==> src/rtl/bus_decoder_pkg.sv <==
`default_nettype none
// ============================================================================
// Module      : bus_decoder_pkg
// Description : Shared FSM encoding and decode constants for bus_decoder_n.
// Revision    : 1.0 - initial release
// ============================================================================
package bus_decoder_pkg;

    localparam int          MAX_SLAVES = 16;
    localparam int          SLOT_IDX_W = $clog2(MAX_SLAVES);
    localparam logic [15:0] RAM_PAGE   = 16'h0000;

    typedef enum logic [1:0] {
        ST_IDLE = 2'd0,
        ST_WAIT = 2'd1,
        ST_ERR  = 2'd2
    } state_t;

endpackage
`default_nettype wire

==> src/rtl/bus_timeout_counter.sv <==
`default_nettype none
// ============================================================================
// Module      : bus_timeout_counter
// Description : Wait-cycle counter; expire pulses on the LIMIT-th enabled cycle.
// Revision    : 1.0 - initial release
// ============================================================================
module bus_timeout_counter #(
    parameter int LIMIT = 255
) (
    input  logic clk,
    input  logic rst,
    input  logic i_load,
    input  logic i_enable,
    output logic o_expire
);

    logic [15:0] r_count;

    always_ff @(posedge clk) begin
        if (rst || i_load) begin
            r_count <= '0;
        end else if (i_enable) begin
            r_count <= r_count + 16'd1;
        end
    end

    assign o_expire = i_enable && (r_count == 16'(LIMIT - 1));

endmodule
`default_nettype wire

==> src/rtl/bus_decoder_n.sv <==
`default_nettype none
// ============================================================================
// Module      : bus_decoder_n
// Description : N-slot memory-mapped decoder with registered reads, wait
//               states, error responses and sticky error capture.
//               Optional define BUS_DECODER_TIMEOUT_EN adds a read timeout.
// Revision    : 1.0 - initial release
// ============================================================================
module bus_decoder_n
    import bus_decoder_pkg::*;
#(
    parameter int          N_SLAVES  = 8,
    parameter logic [15:0] BASE_PAGE = 16'h0040,
    parameter logic [15:0] AUTO_ACK  = 16'h0001,
    parameter int          TIMEOUT   = 255,
    parameter logic [31:0] ERR_DATA  = 32'hDEAD_BEEF
) (
    input  logic                    clk,
    input  logic                    reset,
    input  logic [31:0]             mem_addr,
    input  logic                    mem_rstrb,
    input  logic [31:0]             mem_wdata,
    input  logic [3:0]              mem_wmask,
    output logic [31:0]             mem_rdata,
    output logic                    mem_rbusy,
    output logic                    mem_wbusy,
    output logic [N_SLAVES-1:0]     s_cs,
    output logic                    s_rd,
    output logic                    s_wr,
    output logic [3:0]              s_wmask,
    output logic [31:0]             s_wdata,
    input  logic [32*N_SLAVES-1:0]  s_rdata,
    input  logic [N_SLAVES-1:0]     s_ack,
    input  logic                    err_clr,
    output logic                    err_flag,
    output logic [31:0]             err_addr
);

    localparam logic [N_SLAVES-1:0] c_auto_mask = AUTO_ACK[N_SLAVES-1:0];
    localparam logic [N_SLAVES-1:0] c_slot0     = N_SLAVES'(1);

    if (N_SLAVES < 2 || N_SLAVES > MAX_SLAVES) begin : g_bad_n_slaves
        $error("bus_decoder_n: N_SLAVES out of range 2..16");
    end
    if (TIMEOUT < 1 || TIMEOUT > 65535) begin : g_bad_timeout
        $error("bus_decoder_n: TIMEOUT out of range 1..65535");
    end

    state_t                r_state;
    state_t                w_next;
    logic [N_SLAVES-1:0]   r_slot;
    logic [31:0]           r_addr;
    logic [31:0]           r_rdata;
    logic                  r_err_flag;
    logic [31:0]           r_err_addr;

    logic [15:0]           w_page;
    logic [15:0]           w_off;
    logic                  w_is_ram;
    logic                  w_in_range;
    logic                  w_mapped;
    logic [SLOT_IDX_W-1:0] w_idx;
    logic [N_SLAVES-1:0]   w_dec_cs;
    logic [31:0]           w_sel_rdata;
    logic                  w_ack;
    logic                  w_timeout;
    logic                  w_wait_entry;
    logic                  w_load_rdata;
    logic [31:0]           w_load_value;
    logic                  w_err_set;
    logic [31:0]           w_err_addr;

    // Address decode; RAM wins if BASE_PAGE were ever configured to overlap it.
    always_comb begin
        w_page     = mem_addr[31:16];
        w_off      = w_page - BASE_PAGE;
        w_is_ram   = (w_page == RAM_PAGE);
        w_in_range = (w_page >= BASE_PAGE) && (w_off < 16'(N_SLAVES - 1));
        w_mapped   = w_is_ram || w_in_range;
        w_idx      = w_is_ram ? '0 : SLOT_IDX_W'(w_off + 16'd1);
        w_dec_cs   = w_mapped ? (c_slot0 << w_idx) : '0;
    end

    // Latched one-hot selects both the return data and the ack source.
    always_comb begin
        w_sel_rdata = '0;
        for (int i = 0; i < N_SLAVES; i++) begin
            if (r_slot[i]) begin
                w_sel_rdata = w_sel_rdata | s_rdata[32*i +: 32];
            end
        end
        w_ack = |(r_slot & (s_ack | c_auto_mask));
    end

`ifdef BUS_DECODER_TIMEOUT_EN
    bus_timeout_counter #(
        .LIMIT    (TIMEOUT)
    ) u_timeout (
        .clk      (clk),
        .rst      (reset),
        .i_load   (w_wait_entry),
        .i_enable (r_state == ST_WAIT),
        .o_expire (w_timeout)
    );
`else
    assign w_timeout = 1'b0;
`endif

    always_comb begin
        w_next       = r_state;
        s_cs         = '0;
        s_rd         = 1'b0;
        s_wr         = 1'b0;
        mem_rbusy    = 1'b0;
        w_wait_entry = 1'b0;
        w_load_rdata = 1'b0;
        w_load_value = ERR_DATA;
        w_err_set    = 1'b0;
        w_err_addr   = mem_addr;
        if (!reset) begin
            case (r_state)
                ST_IDLE: begin
                    if (mem_wmask != 4'h0) begin
                        // Writes are posted; a simultaneous read is dropped as an error.
                        s_cs = w_dec_cs;
                        s_wr = w_mapped;
                        if (!w_mapped || mem_rstrb) begin
                            w_err_set = 1'b1;
                        end
                    end else if (mem_rstrb) begin
                        if (w_mapped) begin
                            s_cs         = w_dec_cs;
                            s_rd         = 1'b1;
                            w_wait_entry = 1'b1;
                            w_next       = ST_WAIT;
                        end else begin
                            w_next = ST_ERR;
                        end
                    end
                end
                ST_WAIT: begin
                    s_cs      = r_slot;
                    mem_rbusy = 1'b1;
                    if (w_ack) begin
                        w_load_rdata = 1'b1;
                        w_load_value = w_sel_rdata;
                        w_next       = ST_IDLE;
                    end else if (w_timeout) begin
                        w_load_rdata = 1'b1;
                        w_err_set    = 1'b1;
                        w_err_addr   = r_addr;
                        w_next       = ST_IDLE;
                    end
                end
                ST_ERR: begin
                    mem_rbusy    = 1'b1;
                    w_load_rdata = 1'b1;
                    w_err_set    = 1'b1;
                    w_err_addr   = r_addr;
                    w_next       = ST_IDLE;
                end
                default: begin
                    w_next = ST_IDLE;
                end
            endcase
        end
    end

    always_ff @(posedge clk) begin
        if (reset) begin
            r_state    <= ST_IDLE;
            r_slot     <= '0;
            r_addr     <= '0;
            r_rdata    <= '0;
            r_err_flag <= 1'b0;
            r_err_addr <= '0;
        end else begin
            r_state <= w_next;
            if (w_wait_entry) begin
                r_slot <= w_dec_cs;
            end
            if (r_state == ST_IDLE && mem_rstrb) begin
                r_addr <= mem_addr;
            end
            if (w_load_rdata) begin
                r_rdata <= w_load_value;
            end
            // A new error beats a same-cycle clear and re-arms the address capture.
            if (w_err_set) begin
                r_err_flag <= 1'b1;
                if (!r_err_flag || err_clr) begin
                    r_err_addr <= w_err_addr;
                end
            end else if (err_clr) begin
                r_err_flag <= 1'b0;
            end
        end
    end

    assign s_wmask   = (|s_cs) ? mem_wmask : 4'h0;
    assign s_wdata   = mem_wdata;
    assign mem_wbusy = 1'b0;
    assign mem_rdata = r_rdata;
    assign err_flag  = r_err_flag;
    assign err_addr  = r_err_addr;

endmodule
`default_nettype wire

==> config.mk <==
export PLATFORM = sky130hd
export DESIGN_NAME = bus_decoder_n
export DESIGN_NICKNAME = d
export VERILOG_FILES = /design/src/rtl/bus_decoder_pkg.sv /design/src/rtl/bus_timeout_counter.sv /design/src/rtl/bus_decoder_n.sv
export SDC_FILE = /design/constraint.sdc
export NUM_CORES = 1
export LEC_CHECK = 0
export BUFFER_PORTS_ARGS = -buffer_cell sky130_fd_sc_hd__buf_4
export CAP_MARGIN = 20
export CORE_AREA = 2 2 172 174
export DETAILED_ROUTE_END_ITERATION = 10
export DIE_AREA = 0 0 174 176
export GPL_ROUTABILITY_DRIVEN = 0
export HOLD_SLACK_MARGIN = 0.1
export PLACE_DENSITY = 0.58
export SETUP_SLACK_MARGIN = 0.5
export SYNTH_ARGS = -nofsm -noshare
export SYNTH_HDL_FRONTEND = slang
export SYNTH_SLANG_ARGS = --single-unit
==> constraint.sdc <==
create_clock -name clk -period 3.9 [get_ports clk]
set_input_delay 0.78 -clock clk [delete_from_list [all_inputs] [get_ports clk]]
set_output_delay 0.78 -clock clk [all_outputs]
set_load 0.005 [all_outputs]
Yosys cells after proc, flatten, opt, wreduce, memory -nomap -nowiden
Cells that the tools add are included.
{"block": "op_classes", "bitwise": 8, "addsub": 2, "n_mux": 43, "shift": 1, "n_lt_le_gt_ge": 2, "reduce_logical": 16, "n_eq_ne": 5}
{"cell": "32-bit 2-to-1 mux", "count": 11}
{"cell": "32-bit bitwise OR", "count": 7}
{"cell": "8-bit 2-to-1 mux", "count": 5}
{"cell": "1-bit 2-to-1 mux", "count": 17}
{"cell": "16-bit by 7-bit >= comparator with 1-bit output, second input constant", "count": 1}
{"cell": "16-bit zero test", "count": 1}
{"cell": "16-bit by 3-bit less-than comparator with 1-bit output, second input constant", "count": 1}
{"cell": "8-bit one-hot mux with 2 select lines", "count": 1}
{"cell": "8-bit OR reduction", "count": 2}
{"cell": "16-bit by 7-bit subtractor with 16-bit output, second input constant", "count": 1}
{"cell": "8-bit bitwise AND", "count": 1}
{"cell": "2-bit 2-to-1 mux", "count": 4}
{"cell": "4-bit 2-to-1 mux", "count": 2}
{"cell": "1-bit by 4-bit left shift with 8-bit output, first input constant", "count": 1}
{"cell": "2-bit inequality test, second input constant", "count": 3}
{"cell": "4-bit by 1-bit adder with 4-bit output, second input constant", "count": 1}
{"cell": "1-bit one-hot mux with 2 select lines", "count": 2}
{"cell": "2-bit one-hot mux with 2 select lines", "count": 1}
{"cell": "4-bit nonzero test", "count": 1}
{"cell": "1-bit logical OR", "count": 3}
{"cell": "3-bit AND reduction", "count": 1}
{"cell": "2-bit by 1-bit equality test with 1-bit output, second input constant", "count": 1}
{"cell": "2-bit equality test, second input constant", "count": 1}
{"cell": "1-bit logical AND", "count": 2}
{"cell": "other kinds (5)", "count": 6}
{"block": "totals", "in_bits": 336, "register_bits": 107, "output_inout_bits": 113, "wordCells": 83}

Depth between registers and ports, before layout
{"block": "depth", "ltp_word": 17, "depth_mapped": 11, "ltp_nobuf": 8}

Worst setup path after synthesis
Ideal clock, no wire load.
{"block": "synth_path", "path_kind": "input to output", "startpoint": "input mem_addr[16]", "endpoint": "output s_wmask[0]", "n_path_buf": 1, "setup_slack_ps": 601, "required_time_ps": 3120, "arrival_ps": 2519, "stages": 9, "cell_sequence": "clkbuf_1 inv_1 ha_1 nor4b_1 nand4_1 a2111oi_2 o31ai_1 o2111ai_1 and2_1"}
{"block": "synth_via", "elab_chain_len": 12, "word_cells_on_any_way": 17, "classes_between": "2 x add/sub; 2 x order compare; 1 x shift; 8 x mux; 4 x reduce/logical"}
{"element": "start, declared", "line": "bus_decoder_n.sv:20", "text": "input logic [31:0] mem_addr,"}
{"element": "16-bit by 7-bit subtractor with 16-bit output", "line": "bus_decoder_n.sv:76", "text": "w_off = w_page - BASE_PAGE;"}
{"element": "16-bit by 3-bit less-than comparator with 1-bit output / 4-bit by 1-bit adder with 4-bit output (equally long branches)", "line": "bus_decoder_n.sv:78, bus_decoder_n.sv:80"}
{"element": "1-bit logical AND / 4-bit 2-to-1 mux (equally long branches)", "line": "bus_decoder_n.sv:78, bus_decoder_n.sv:80"}
{"element": "1-bit logical OR / 1-bit by 4-bit left shift with 8-bit output (equally long branches)", "line": "bus_decoder_n.sv:79, bus_decoder_n.sv:81"}
{"element": "8-bit 2-to-1 mux", "line": "bus_decoder_n.sv:81", "text": "w_dec_cs = w_mapped ? (c_slot0 << w_idx) : '0;"}
{"element": "8-bit 2-to-1 mux", "line": "bus_decoder_n.sv:131", "text": "if (w_mapped) begin"}
{"element": "8-bit 2-to-1 mux", "line": "bus_decoder_n.sv:130", "text": "end else if (mem_rstrb) begin"}
{"element": "8-bit 2-to-1 mux (*)", "line": "bus_decoder_n.sv:123", "text": "if (mem_wmask != 4'h0) begin"}
{"element": "8-bit one-hot mux with 2 select lines (*)", "line": "bus_decoder_n.sv:121", "text": "case (r_state)"}
{"element": "8-bit 2-to-1 mux (*)", "line": "bus_decoder_n.sv:120", "text": "if (!reset) begin"}
{"element": "8-bit OR reduction (*)", "line": "bus_decoder_n.sv:200", "text": "assign s_wmask = (|s_cs) ? mem_wmask : 4'h0;"}
{"element": "4-bit 2-to-1 mux (*)", "line": "bus_decoder_n.sv:200"}
{"element": "end, declared", "line": "bus_decoder_n.sv:30", "text": "output logic [3:0] s_wmask,"}
Every way passes the cells marked *; elsewhere a longest branch is shown, timed or not.

Final worst setup path
{"block": "layout_path", "startpoint": "input mem_addr[31]", "endpoint": "output s_wmask[2]"}
{"block": "layout_via", "elab_chain_len": 12, "word_cells_on_any_way": 16, "classes_between": "1 x add/sub; 2 x order compare; 1 x shift; 8 x mux; 4 x reduce/logical"}
{"element": "16-bit by 7-bit subtractor with 16-bit output", "line": "bus_decoder_n.sv:76"}
{"element": "16-bit by 3-bit less-than comparator with 1-bit output", "line": "bus_decoder_n.sv:78", "text": "w_in_range = (w_page >= BASE_PAGE) && (w_off < 16'(N_SLAVES - 1));"}
{"element": "1-bit logical AND", "line": "bus_decoder_n.sv:78"}
{"element": "1-bit logical OR", "line": "bus_decoder_n.sv:79", "text": "w_mapped = w_is_ram || w_in_range;"}
{"element": "8-bit 2-to-1 mux", "line": "bus_decoder_n.sv:81"}
{"element": "8-bit 2-to-1 mux", "line": "bus_decoder_n.sv:131"}
{"element": "8-bit 2-to-1 mux", "line": "bus_decoder_n.sv:130"}
{"element": "8-bit 2-to-1 mux (*)", "line": "bus_decoder_n.sv:123"}
{"element": "8-bit one-hot mux with 2 select lines (*)", "line": "bus_decoder_n.sv:121"}
{"element": "8-bit 2-to-1 mux (*)", "line": "bus_decoder_n.sv:120"}
{"element": "8-bit OR reduction (*)", "line": "bus_decoder_n.sv:200"}
{"element": "4-bit 2-to-1 mux (*)", "line": "bus_decoder_n.sv:200"}
Marked as above.

==> results.sh <==
export IMPL_initial_core_util=0.2229
export IMPL_ctsLongestPathBuffers=2
export IMPL_layout_min_cycle_time_ps=3503
export IMPL_grt_overflow=0
export IMPL_setup_violations=0
export IMPL_layout_drive_gt1_share=0.4948
export IMPL_path_max_fanout=4
export IMPL_synth_seq_area_share=0.3366
export IMPL_peakVddDrop_mv=0.2854
export IMPL_fin_cells=1455
export IMPL_synth_cell_types=53
export IMPL_worst_pin_slew_ps=1097
export IMPL_synthesis_nets=1088
export IMPL_fin_worst_skew_ps=12.40
export IMPL_ctsHtreeMaxLevel=3
export IMPL_async_reset_ff_frac=0
export IMPL_arrival_ps=2720
export IMPL_nets=1405
export IMPL_relSlewSlack=0.2687
export IMPL_hold_class="register to register"
export IMPL_grt_pass1_wl_um=50870
export IMPL_syn_avg_cell_area_um2=8.542
export IMPL_rsz0062_at_grt="true"
export IMPL_worstSetupStartpointType="primary input"
export IMPL_synthCells=745
export IMPL_hold_depth=2
export IMPL_numPortBuffers=382
export IMPL_setup_ws_ps=397.5
export IMPL_vias=7561
export IMPL_cts_buffers=9
export IMPL_cts_clk_slew_worst_paths_ps=80
export IMPL_vias_per_cell=5.197
export IMPL_crit_type="primary input to output port"
export IMPL_drv_cap=0
export IMPL_p_leak_uw=0.004033
export IMPL_cts_hold_buffers_added=0
export IMPL_place_hpwl_um=27760
export IMPL_powerDensity_nw_per_um2=267.4
export IMPL_area_delta_synth_final_pct=56.49
export IMPL_place_ws_ps=128.7
export IMPL_post_route_period_util=0.8981
export IMPL_ys_dominant_reg_cell="dfxtp_1"
export IMPL_finalSetupTns_ps=0
export IMPL_placed_cells=1425
export IMPL_die_width_um=174
export IMPL_rows=62
export IMPL_grt_use_total=0.2253
export IMPL_whs_ps=451.9
export IMPL_r2r_cells=7
export IMPL_die_h_um=176
export IMPL_cts_tree="yes"
export IMPL_final_max_slew_violation_count=0
export IMPL_drc=0
export IMPL_ios=449
export IMPL_routedWlPerCell_um=24.70
export IMPL_clock_sinks=107
export IMPL_cp_end_kind="output port"
export IMPL_drt_iter0_drc=472
export IMPL_grt_max_degree=82
export IMPL_synth_edf_count=0
export IMPL_insertion_delay_ps=360
export IMPL_totalWireLength_um=35940
export IMPL_crit_required_ps=3120
export IMPL_coreArea_um2=28550
export IMPL_cts_root_buffer="clkbuf_16"
export IMPL_yosysWarningCount=0
export IMPL_yosys_register_bits=107
export IMPL_hold_violations=0
export IMPL_dieArea_um2=30620
export IMPL_status="finished clean"
export IMPL_max_freq_mhz=285.5
export IMPL_power_uw=2663
export IMPL_antenna_found_initial=6
export IMPL_netlist_area_um2=6364
export IMPL_grt_pass1_vias=7570
export IMPL_drtPass1Iterations=5
export IMPL_ant_nets=0
[flip-flops by register name (all words and copies together) (netlist names)]
name,cells
err_addr,32
err_flag,1
mem_rdata,32
r_addr,32
r_slot,8
r_state,2
[cells by family after synthesis]
| group | synth area share |
|---|---|
| compound gates | 0.3687 |
| fa+ha+maj | 0.01376 |
| buf+inv | 0.09241 |
| flops | 0.3366 |
| mux | 0.05033 |
| other cells | 0.0005893 |
| simple gates | 0.1376 |
[path summary, 6_finish.rpt]
kind                      start            end  slack [ps]
setup / recovery   mem_addr[31]     s_wmask[2]         400
setup reg to reg      r_slot[1]  mem_rdata[13]        1480
hold reg to reg   mem_rdata[29]  mem_rdata[29]         450
hold / removal    mem_rdata[29]  mem_rdata[29]         450
[cells in the final DEF, fill, tap and decap left out, types with 5 or more instances in the layout]
cell type,count
a211oi_2,30
a21oi_1,85
a22o_1,6
a22oi_1,133
a41o_1,5
buf_4,397
buf_6,15
clkbuf_16,9
dfxtp_1,99
dfxtp_2,8
inv_1,6
mux2i_1,32
nand2_1,94
nand3_1,9
nand4_1,28
nor3_1,7
o221a_2,24
[synth_stat cells (all sizes together), types with 4 or more instances]
cell / number / area (um2)
a41o: 5 / 50.05
ha: 7 / 87.58
mux2i: 32 / 320.3
nor3: 10 / 60.06
nand2: 95 / 359.1
a211oi: 32 / 390.4
buf: 45 / 317.8
nor2: 7 / 26.28
and2: 6 / 37.54
a22oi: 133 / 998.5
a22o: 6 / 52.55
dfxtp: 107 / 2142
nor4: 7 / 73.82
a21oi: 86 / 430.4
nand3: 9 / 45.04
clkbuf: 64 / 240.2
nand4: 28 / 175.2
o21ai: 4 / 20.01
o221a: 24 / 270.3
inv: 8 / 30.03
[cell type report]
class                           instances  area [um2]
Antenna cell                            4       10.01
Clock buffer                           10       229.0
Clock inverter                          6       65.06
Fill cell                            2993       18590
Inverter                                8       30.03
Multi-Input combinational cell        521        3797
Sequential cell                       107        2152
Tap cell                              384       480.5
Timing Repair Buffer                  415        3194
[layer usage]
layer,global-route usage,vias to the layer above,share of wire
li1,-,3462,-
met1,0.2716,3690,0.40
met2,0.3768,359,0.47
met3,0.09022,46,0.11
met4,0.05217,4,0.022
met5,0,-,0.00075
[power breakdown]
| part | internal, uW | leakage, uW | switching [uW] |
|---|---|---|---|
| logic | 309 | 0.00301 | 223 |
| registers | 1140 | 0.000881 | 26.0 |
| clock network | 457 | 0.000144 | 506 |
| total | 1910 | 0.00403 | 755 |
[timing repair]
action	CTS	global route
cloned	0	0
pin swaps	15	13
endpoints found under the hold margin	0	0
resized for setup	40	16
endpoints found under the setup margin	10	10
buffers inserted	7	3
[metrics by stage]
stage,cell area (um2),util
final,9958,0.3488
after global routing,9948,0.3485
after CTS,9859,0.3454
after detailed placement,9340,0.3272
after global placement,9340,0.3272
after floorplan,6364,-
[worst max-delay path, cell delays in order]
cell and delay, ps:
buf_8 100, or3_4 390, a2111o_1 470, or3_4 390, o2111ai_4 240, buf_6 140, and2_4 130, buf_6 80
Power figures use the tool's default switching activity.
